===== config.mk =====
export PLATFORM = sky130hd
export DESIGN_NAME = conv_frame_sequencer
export DESIGN_NICKNAME = d
export VERILOG_FILES = /design/src/rtl/conv_pkg.sv /design/src/rtl/conv_mac9.sv /design/src/rtl/conv_frame_sequencer.sv
export SDC_FILE = /design/constraint.sdc
export NUM_CORES = 1
export LEC_CHECK = 0
export ABC_AREA = 1
export BUFFER_PORTS_ARGS = -buffer_cell sky130_fd_sc_hd__buf_2
export CAP_MARGIN = 20
export CORE_MARGIN = 4
export CORE_UTILIZATION = 59
export CTS_CLUSTER_SIZE = 10
export DETAILED_ROUTE_END_ITERATION = 12
export GPL_ROUTABILITY_DRIVEN = 0
export PLACE_DENSITY = 0.78
export SLEW_MARGIN = 20
export SYNTH_ARGS = -nofsm -noshare
export SYNTH_HDL_FRONTEND = slang
export SYNTH_SLANG_ARGS = --single-unit
export TNS_END_PERCENT = 10

===== constraint.sdc =====
create_clock -name clk -period 8.3 [get_ports clk]
set_input_delay 2.075 -clock clk [delete_from_list [all_inputs] [get_ports clk]]
set_output_delay 2.075 -clock clk [all_outputs]
set_load 0.01 [all_outputs]

===== src/rtl/conv_pkg.sv =====
// Shared types and constants for the 3x3 convolution sequencer and its MAC.
// Optional feature macro: CONV_ABS_EN (absolute-value rectification in conv_mac9).
package conv_pkg;

    typedef enum logic [2:0] {
        ST_IDLE,
        ST_CLASSIFY,
        ST_FETCH,
        ST_DRAIN,
        ST_EMIT,
        ST_DONE
    } state_t;

    localparam int COEFW = 8;

    function automatic int clamp_limit(input int bitw);
        return (1 << bitw) - 1;
    endfunction

endpackage


===== src/rtl/conv_mac9.sv =====
// Signed 3x3 multiply-accumulate with rectify/clamp of the final sum.
// CONV_ABS_EN defined: |acc| clamped; undefined: negatives forced to zero, then clamped.
module conv_mac9
    import conv_pkg::*;
#(
    parameter int BITW = 8,
    parameter int ACCW = 20
) (
    input  logic             clk,
    input  logic             rst,
    input  logic             clear,
    input  logic             mac_en,
    input  logic             finish,
    input  logic             zero,
    input  logic [BITW-1:0]  pixel,
    input  logic [COEFW-1:0] coef,
    output logic [BITW-1:0]  result
);

    localparam logic signed [ACCW-1:0] LIMIT = ACCW'(clamp_limit(BITW));

    logic signed [ACCW-1:0]       acc;
    logic signed [ACCW-1:0]       sum;
    logic signed [BITW:0]         px;
    logic signed [COEFW-1:0]      c;
    logic signed [BITW+COEFW:0]   prod;

    function automatic logic [BITW-1:0] rectify(input logic signed [ACCW-1:0] a);
        logic signed [ACCW-1:0] m;
`ifdef CONV_ABS_EN
        m = (a < 0) ? -a : a;
`else
        m = (a < 0) ? '0 : a;
`endif
        return (m > LIMIT) ? LIMIT[BITW-1:0] : m[BITW-1:0];
    endfunction

    always_comb begin
        px   = signed'({1'b0, pixel});
        c    = signed'(coef);
        prod = px * c;
        sum  = acc + ACCW'(prod);
    end

    always_ff @(posedge clk) begin
        if (rst) begin
            acc    <= '0;
            result <= '0;
        end else begin
            if (clear) begin
                acc <= '0;
            end else if (mac_en) begin
                acc <= sum;
            end
            // The last tap arrives in the same cycle the result is taken, so fold it in here.
            if (zero) begin
                result <= '0;
            end else if (finish) begin
                result <= rectify(mac_en ? sum : acc);
            end
        end
    end

endmodule


===== src/rtl/conv_frame_sequencer.sv =====
// Frame sequencer for the 3x3 convolution: FSM, raster counters, window address
// generation and output stream. CONV_ABS_EN selects the rectify mode in conv_mac9.
module conv_frame_sequencer
    import conv_pkg::*;
#(
    parameter int WIDTH  = 8,
    parameter int HEIGHT = 8,
    parameter int BITW   = 8,
    parameter int ACCW   = 20
) (
    input  logic                              clk,
    input  logic                              rst,
    input  logic                              start,
    input  logic [9*COEFW-1:0]                kernel,
    output logic                              busy,
    output logic                              done,
    output logic                              mem_rd_en,
    output logic [$clog2(WIDTH*HEIGHT)-1:0]   mem_addr,
    input  logic [BITW-1:0]                   mem_rd_data,
    output logic                              out_valid,
    input  logic                              out_ready,
    output logic [BITW-1:0]                   out_data,
    output logic [$clog2(WIDTH)-1:0]          out_x,
    output logic [$clog2(HEIGHT)-1:0]         out_y
);

    localparam int AW = $clog2(WIDTH*HEIGHT);
    localparam int XW = $clog2(WIDTH);
    localparam int YW = $clog2(HEIGHT);

    state_t             state_q, state_d;
    logic [XW-1:0]      col;
    logic [YW-1:0]      row;
    logic [3:0]         tap, tap_d;
    logic [1:0]         tap_r, tap_c;
    logic               rd_d;
    logic [9*COEFW-1:0] kernel_q;
    logic [COEFW-1:0]   coef;
    logic               border, last_pixel;
    logic               mac_clear, mac_zero, mac_finish;

    assign border     = (row == '0) || (row == YW'(HEIGHT-1)) ||
                        (col == '0) || (col == XW'(WIDTH-1));
    assign last_pixel = (row == YW'(HEIGHT-1)) && (col == XW'(WIDTH-1));
    assign coef       = kernel_q[32'(tap_d)*COEFW +: COEFW];
    assign out_x      = col;
    assign out_y      = row;

    always_ff @(posedge clk) begin
        if (rst) begin
            state_q <= ST_IDLE;
        end else begin
            state_q <= state_d;
        end
    end

    always_comb begin
        state_d    = state_q;
        busy       = 1'b1;
        done       = 1'b0;
        out_valid  = 1'b0;
        mem_rd_en  = 1'b0;
        mem_addr   = '0;
        mac_clear  = 1'b0;
        mac_zero   = 1'b0;
        mac_finish = 1'b0;
        case (state_q)
            ST_IDLE: begin
                busy = 1'b0;
                if (start) begin
                    state_d   = ST_CLASSIFY;
                    mac_clear = 1'b1;
                end
            end
            ST_CLASSIFY: begin
                if (border) begin
                    mac_zero = 1'b1;
                    state_d  = ST_EMIT;
                end else begin
                    state_d = ST_FETCH;
                end
            end
            ST_FETCH: begin
                mem_rd_en = 1'b1;
                // Window tap (tap_r, tap_c) relative to the centre pixel, offset by -1 each way.
                mem_addr  = AW'((32'(row) + 32'(tap_r) - 32'd1) * 32'(WIDTH) +
                                32'(col) + 32'(tap_c) - 32'd1);
                if (tap == 4'd8) begin
                    state_d = ST_DRAIN;
                end
            end
            ST_DRAIN: begin
                mac_finish = 1'b1;
                state_d    = ST_EMIT;
            end
            ST_EMIT: begin
                out_valid = 1'b1;
                if (out_ready) begin
                    mac_clear = 1'b1;
                    state_d   = last_pixel ? ST_DONE : ST_CLASSIFY;
                end
            end
            ST_DONE: begin
                busy    = 1'b0;
                done    = 1'b1;
                state_d = ST_IDLE;
            end
            default: begin
                busy    = 1'b0;
                state_d = ST_IDLE;
            end
        endcase
    end

    always_ff @(posedge clk) begin
        if (rst) begin
            row      <= '0;
            col      <= '0;
            tap      <= '0;
            tap_r    <= '0;
            tap_c    <= '0;
            tap_d    <= '0;
            rd_d     <= 1'b0;
            kernel_q <= '0;
        end else begin
            rd_d  <= (state_q == ST_FETCH);
            tap_d <= tap;
            case (state_q)
                ST_IDLE: begin
                    if (start) begin
                        kernel_q <= kernel;
                        row      <= '0;
                        col      <= '0;
                    end
                end
                ST_CLASSIFY: begin
                    tap   <= '0;
                    tap_r <= '0;
                    tap_c <= '0;
                end
                ST_FETCH: begin
                    tap <= (tap == 4'd8) ? 4'd0 : tap + 4'd1;
                    if (tap_c == 2'd2) begin
                        tap_c <= '0;
                        tap_r <= tap_r + 2'd1;
                    end else begin
                        tap_c <= tap_c + 2'd1;
                    end
                end
                ST_EMIT: begin
                    if (out_ready) begin
                        if (col == XW'(WIDTH-1)) begin
                            col <= '0;
                            row <= (row == YW'(HEIGHT-1)) ? '0 : row + 1'b1;
                        end else begin
                            col <= col + 1'b1;
                        end
                    end
                end
                default: begin
                end
            endcase
        end
    end

    conv_mac9 #(
        .BITW (BITW),
        .ACCW (ACCW)
    ) u_mac (
        .clk    (clk),
        .rst    (rst),
        .clear  (mac_clear),
        .mac_en (rd_d),
        .finish (mac_finish),
        .zero   (mac_zero),
        .pixel  (mem_rd_data),
        .coef   (coef),
        .result (out_data)
    );

endmodule


==> key figures, run 1 <==
Setup path
  – Worst R2R Setup Slack: about 1.6 ns
  – Reg2reg path depth: 30
  – CP required: 8.58 ns
  – Critical Path AT: 7.02 ns
  – CP Class: reg2reg
  – Endpoint type of the worst setup path: register
  – Critical Path Start Type: register
  – CP most frequent cell: nand2_1
  – Critical register-to-register path endpoint: u_mac.result[6]
  – Slowest cell on crit path: o21ai_1
  – CP max FO: 19
  – Reg-to-Reg Start: tap_d[1]
  – Crit path largest cell delay: 0.73 ns

Clocking
  – CTS max path bufs: 2
  – Clock-pin transition on the worst setup and hold timing paths: ~0.050 ns
  – Hold buffers post-CTS: 0
  – Cts repair resizes: 0
  – CTS tree: built
  – Clock Tree Root: clkbuf_16
  – CTS Sinks: roughly 120
  – Post-CTS setup buffers: 0
  – CTS H-tree lvls: 4
  – Clock Latency Late Sink: 0.42 ns
  – TritonCTS Buffers: 17

Floorplan
  – Initial Util: 0.609
  – Die Ht: 128 um
  – Die area: 16500 um^2
  – Die W: 128 um
  – Row count: 43
  – Core area: 14000 um^2
  – I/O pin count: 108

GRT
  – Vias in the first global route: between 7k and 8k
  – First-pass GRT wire length: around 36000 um
  – Largest net degree at the start of global routing: between 100 and 150
  – GR Util All Layers: 0.273
  – GR Overflow Total: 0
  – Initial antenna violation count: 0

Final layout
  – Final nets: 1454
  – Most common cell after layout, fill and taps aside: nand2_1
  – Most frequent cells in the layout: nand2_1 (193), inv_1 (186), a21oi_1 (134)
  – Layout Area Growth over Synthesis: 14.1%
  – Post-Layout Inst Area: 9760 um^2
  – Antenna diode count: 0
  – Layout cells sized above 1: 0.129

Timing
  – RSZ-0062 raised after global routing: false
  – Final Cycle Share: 0.812
  – Final slew viol count: 0
  – Slew headroom: 0.302
  – Post-route setup TNS: 0 ns
  – Fin crit period: 6.74 ns
  – Fin. Hold Viols: 0
  – Worst-Margin Slew: 1.05 ns
  – Fmax: 148 MHz
  – Skew final: 0.0135 ns
  – Setup violators final: 0
  – Final worst slack: 1.56 ns

Power and ir drop
  – Pwr Density: roughly 190 nW/um^2
  – Pwr Total: 1.81 mW
  – Maximum vdd drop: around 150 uV
  – Pleak: roughly 4.9 nW

Routing
  – Router iterations before antenna repair: 6
  – # DRC: 0
  – Total Wirelength: 21900 um
  – Vias per cell: between 5 and 6
  – Post-route ant nets: 0
  – DR WL/cell: 15.3 um
  – DRC marker count from the first detailed-route iteration: 540
  – DR vias: 7845

Logic synthesis
  – Ys async rst share: 0
  – Synthesized netlist cell count: 1156
  – Syn_area_per_cell: ~7.4 um^2
  – Most common flop cell mapped by yosys: dfxtp_1
  – Seq cells post-synth: 122
  – Count of different cell masters after synthesis: 44
  – Mapped Nets: 1370
  – Yosys warnings: 0
  – Post-synthesis cell area: between 8000 and 9000 um^2
  – Number of synthesized flops with an enable pin: 0
  – Seq/Total Area, Yosys: 0.286

Hold path
  – Hold EP: kernel_q[41]
  – Min-Delay Path Class: reg2reg
  – Hold Crit Start: kernel_q[41]
  – Hold path depth: 2

Placement
  – Place WS: approximately 1.2 ns
  – Post-DP HPWL: 16500 um
  – I/O Buffers: 107
  – Post-DP Area: just over 9000 um^2

Run status
  – Status: completed

Job
  – Max-Cap Viols: 0
## worst max path at each step
stage,slack [ns],cells past startpoint,to,startpoint
2_1_floorplan,1.77,25,u_mac.result[0],mem_rd_data[0]
3_3_place_gp,1.31,24,u_mac.result[1],mem_rd_data[0]
3_5_place_dp,1.22,26,u_mac.result[6],mem_rd_data[0]
4_1_cts,1.57,30,u_mac.result[6],tap_d[1]
5_1_grt,1.09,30,u_mac.result[4],tap_d[1]
6_report,1.56,30,u_mac.result[6],tap_d[1]
## through the flow
| stage | utilization | hold slack (ns) | cells |
|---|---|---|---|
| after detailed placement | 0.652 | 0.449 | 1401 |
| final | 0.695 | 0.453 | 1432 |
| after CTS | 0.695 | 0.457 | 1432 |
| after floorplan | - | 0.429 | 1156 |
| after global routing | 0.695 | 0.473 | 1432 |
| after global placement | 0.652 | 0.441 | 1401 |
## worst max-delay path, delay by kind of cell, from the launching register on
kind / cells / cell delay, ns
flops: 1 / 0.29
simple gates: 16 / 2.07
fa+ha+maj: 6 / 2.81
compound gates: 3 / 0.94
buf+inv: 5 / 0.49
## flip-flops by register name (all words and copies together) (netlist names)
register and count:
tap 4, out_y 3, state_q 3, kernel_q 72, tap_r 2, u_mac.result 8
rd_d 1, u_mac.acc 20, tap_c 2, tap_d 4, out_x 3
## layer usage
metal | vias up | part of all wire | track usage
met1 | 3607 | 0.41 | 0.345
met2 | 292 | 0.50 | 0.470
met4 | 0 | 0.029 | 0.102
li1 | 3893 | - | -
met5 | - | 0 | 0
met3 | 53 | 0.065 | 0.0452
## power breakdown
group,leakage [nW],total [mW],switching [mW],internal (mW)
sequential,0.997,0.642,0.0170,0.625
combinational,3.60,0.415,0.265,0.150
clock,0.280,0.748,0.263,0.485
total,4.87,1.81,0.545,1.26
## kinds of logic after synthesis
group / Yosys count / synth area share
simple gates: 414 / 0.212
buf+inv: 239 / 0.108
compound gates: 237 / 0.143
fa+ha+maj: 130 / 0.237
flops: 122 / 0.286
xor+xnor: 11 / 0.0113
mux: 3 / 0.00351
## Yosys cell counts, types with 2 or more instances
master    count  share of area
nor2_2        2         0.0015
buf_1         2        0.00088
nand3b_1      3         0.0026
nor3_1        5         0.0029
a21oi_1     134          0.078
nand2_4       3         0.0040
or2_2         3         0.0022
nand4_1       7         0.0051
ha_1         77           0.11
xnor2_1       7         0.0072
o21ai_0      81          0.047
buf_2         6         0.0035
inv_2         3         0.0013
o211ai_1      3         0.0026
dfxtp_1     122           0.29
buf_6         2         0.0026
fa_1         53           0.12
o21ai_1       7         0.0041
xor2_1        4         0.0041
mux2i_1       3         0.0035
nand2_1     194          0.085
o31ai_1       2         0.0018
a211oi_1      3         0.0026
nor2_1       88          0.039
inv_1       187          0.082
nand3_1     102          0.060
clkbuf_1     36          0.016
## area by class of cell
class	instances	area (um^2)
Sequential cell	122	2440
Clock buffer	20	457
Timing Repair Buffer	111	566
Fill cell	1224	4280
Inverter	193	728
Clock inverter	11	146
Multi-Input combinational cell	795	5190
Tap cell	180	225
Power figures use the tool's default switching activity.
==> inputs of run 2 (changes only) <==
--- a/config.mk
+++ b/config.mk
@@ -9,11 +9,11 @@
 export BUFFER_PORTS_ARGS = -buffer_cell sky130_fd_sc_hd__buf_2
 export CAP_MARGIN = 20
 export CORE_MARGIN = 4
-export CORE_UTILIZATION = 59
+export CORE_UTILIZATION = 54
 export CTS_CLUSTER_SIZE = 10
 export DETAILED_ROUTE_END_ITERATION = 12
 export GPL_ROUTABILITY_DRIVEN = 0
-export PLACE_DENSITY = 0.78
+export PLACE_DENSITY = 0.75
 export SLEW_MARGIN = 20
 export SYNTH_ARGS = -nofsm -noshare
 export SYNTH_HDL_FRONTEND = slang
==> constraint.sdc (replaced) <==
create_clock -name clk -period 5.5 [get_ports clk]
set_input_delay 1.375 -clock clk [delete_from_list [all_inputs] [get_ports clk]]
set_output_delay 1.375 -clock clk [all_outputs]
set_load 0.01 [all_outputs]
==> run 2 against run 1 <==
  * The flow now finishes with violations (setup timing)
  * Worst hold slack lost 0.0022 ns
  * Sequential share of layout area down 2.9 points
  * Clock-buffer cell count unchanged
  * Non-clock buffer count rose by 108
  * Clock power is 58% higher
  * Fmax up 14%
  * Clock skew is 0.0075 ns lower
  * Routed wire length increased by 9.2%
  * Critical path type unchanged
  * Largest cell class unchanged
  * Largest power group unchanged
==> key figures, run 2 (synthesis results as in run 1) <==
Timing
  – Setup violators final: 11 (+11)
  – Fmax: 169 MHz (+14%)
  – Fin. Hold Viols: 0 (unchanged)
  – Slew headroom: 0.305 (+0.00304)
  – Worst-Margin Slew: 1.04 ns (-0.00571 ns)
  – Post-route setup TNS: -3.38 ns (-3.38 ns)
  – Final Cycle Share: 1.07 (+0.263)
  – Final slew viol count: 0 (unchanged)
  – RSZ-0062 raised after global routing: true
  – Final worst slack: -0.412 ns (-1.97 ns)
  – Skew final: 0.00603 ns (-0.00746 ns)
  – Fin crit period: 5.91 ns (-0.826 ns)
  – Hold_ws: 0.451 ns (-0.00223 ns)

Setup path
  – Slowest cell on crit path: fa_1
  – Worst R2R Setup Slack: -0.41 ns (-1.97 ns)
  – CP required: 5.78 ns (-2.80 ns)
  – Crit path largest cell delay: 0.59 ns (-0.14 ns)
  – Endpoint type of the worst setup path: register
  – Critical Path AT: 6.20 ns (-0.82 ns)
  – Reg2reg path depth: 28 (-6.7%)
  – Critical Path Start Type: register
  – Reg-to-Reg Start: tap_d[0]
  – CP max FO: 8 (-11)
  – Critical register-to-register path endpoint: u_mac.result[7]
  – CP Class: reg2reg

Run status
  – Status: finished with violations
  – Violated checks: setup timing

Clocking
  – CTS Sinks: 122 (unchanged)
  – Clock Tree Root: clkbuf_16
  – CTS H-tree lvls: 4 (unchanged)
  – Clock Latency Late Sink: 0.41 ns (about the same)
  – CTS max path bufs: 2 (unchanged)
  – Clock-pin transition on the worst setup and hold timing paths: 0.06 ns (about the same)
  – TritonCTS Buffers: 17 (unchanged)
  – CTS tree: built
  – Hold buffers post-CTS: 0 (unchanged)

Routing
  – Router iterations before antenna repair: 5 (-1)
  – Total Wirelength: 23900 um (+9.2%)
  – # DRC: 0 (unchanged)
  – DRC marker count from the first detailed-route iteration: 451 (-16%)
  – Vias per cell: 5.32 (-2.8%)
  – Post-route ant nets: 0 (unchanged)
  – DR vias: 8365 (+6.6%)
  – DR WL/cell: 15.2 um (-0.50%)

Final layout
  – Filler cells: 1199 (-2.0%)
  – Layout cells sized above 1: 0.251 (+0.122)
  – Most frequent cells in the layout: nand2_1 (177), inv_1 (176), a21oi_1 (125)
  – Reg with most FFs: kernel_q
  – Most common cell after layout, fill and taps aside: nand2_1
  – Max reg flops: 72 (unchanged)
  – Top Registers: kernel_q (72), u_mac.acc (20), u_mac.result (8)
  – Final nets: 1562 (+7.4%)
  – Antenna diode count: 0 (unchanged)
  – Layout Area Growth over Synthesis: 29.2%

Floorplan
  – I/O pin count: 108 (unchanged)
  – Die Ht: 134 um (+4.2%)
  – Initial Util: 0.556 (-0.0526)
  – Die area: 17900 um^2 (+8.7%)
  – Row count: 45 (+4.7%)
  – Core area: 15400 um^2 (+9.5%)
  – Die W: 134 um (+4.2%)

Power and ir drop
  – Maximum vdd drop: 293 uV (+95%)
  – Psw: 883 uW (+62%)
  – Pleak: 5.47 nW (+12%)
  – Clk pwr share: 0.398 (-0.016)
  – Sw Share: 0.298 (-0.00396)
  – Comb power frac: 0.275 (+0.045)
  – Pint: 2.08 mW (+65%)
  – Register share of total power: 0.327 (-0.029)
  – Pwr Density: 268 nW/um^2 (+45%)

Placement
  – I/O Buffers: 107 (unchanged)
  – Post-DP HPWL: 17200 um (+4.6%)
  – Place WS: -0.675 ns (-1.89 ns)

Job
  – Max-Cap Viols: 0 (unchanged)

GRT
  – GR Overflow Total: 0 (unchanged)
  – Vias in the first global route: 8220 (+7.1%)
  – Initial antenna violation count: 0 (unchanged)
  – First-pass GRT wire length: 38700 um (+7.0%)
  – Largest net degree at the start of global routing: 107 (-0.93%)
  – GR Util All Layers: 0.266 (-0.00663)

Hold path
  – Hold EP: kernel_q[23]
  – Hold path depth: 2 (unchanged)
  – Hold Crit Start: kernel_q[23]
  – Min-Delay Path Class: reg2reg
run 2: metal layers:
metal / GRT usage / vias up / wire (um)
li1: - / 4105 / -
met1: 0.325 / 3889 / 9920
met2: 0.466 / 307 / 11900
met3: 0.0473 / 64 / 1330
met4: 0.106 / 0 / 743
met5: 0 / - / 0
run 2: how the worst max path moves through the flow:
stage	startpoint	to	slack, ns	cells past startpoint
after floorplan	mem_rd_data[0]	u_mac.result[0]	-0.05	26
after global placement	mem_rd_data[5]	u_mac.result[0]	-0.56	24
after detailed placement	mem_rd_data[5]	u_mac.result[3]	-0.68	24
after CTS	tap_d[1]	u_mac.result[7]	-0.25	27
after global routing	tap_d[0]	u_mac.result[7]	-0.71	33
final	tap_d[0]	u_mac.result[7]	-0.41	28
run 2: area by class of cell:
cell class	instances	area (um^2)	share of cell area
flip-flops and latches	122	2450	0.222
well taps	211	264	0.0239
repair buffers	219	1450	0.131
clock inverters	11	170	0.0154
inverters	193	749	0.0678
multi-input cells	795	5510	0.499
clock buffers	20	457	0.0413
run 2: through the flow:
step                cells  cell area (um^2)   util  total power, mW
global route         1571             11100  0.719             3.11
finish               1571             11100  0.719             2.96
detailed placement   1520              9950  0.647             1.72
global placement     1520              9950  0.647             1.70
CTS                  1570             11000  0.717             2.96
floorplan            1156              8620      -             1.46
run 2: critical path, delay by kind of cell, from the launching register on:
family / cells / cell delay [ns]
AOI/OAI and AO/OA: 3 / 0.33
adders and majority gates: 6 / 2.92
buffers and inverters: 3 / 0.25
DFF: 1 / 0.40
and+or+nand+nor: 16 / 1.87
run 2: timing repair:
| item | in CTS | in global routing |
|---|---|---|
| gates cloned | 2 | 0 |
| gates resized for setup | 75 | 9 |
| setup endpoints to repair | 16 | 16 |
| pin swaps | 31 | 12 |
| buffers inserted | 17 | 1 |
run 2: power groups by stage:
stage               registers [mW]  logic (mW)  clock network (mW)
floorplan                    0.982       0.474                   0
global placement             0.985       0.711                   0
detailed placement           0.987       0.731                   0
CTS                          0.969       0.808                1.18
global route                 0.974       0.915                1.22
finish                       0.969       0.815                1.18
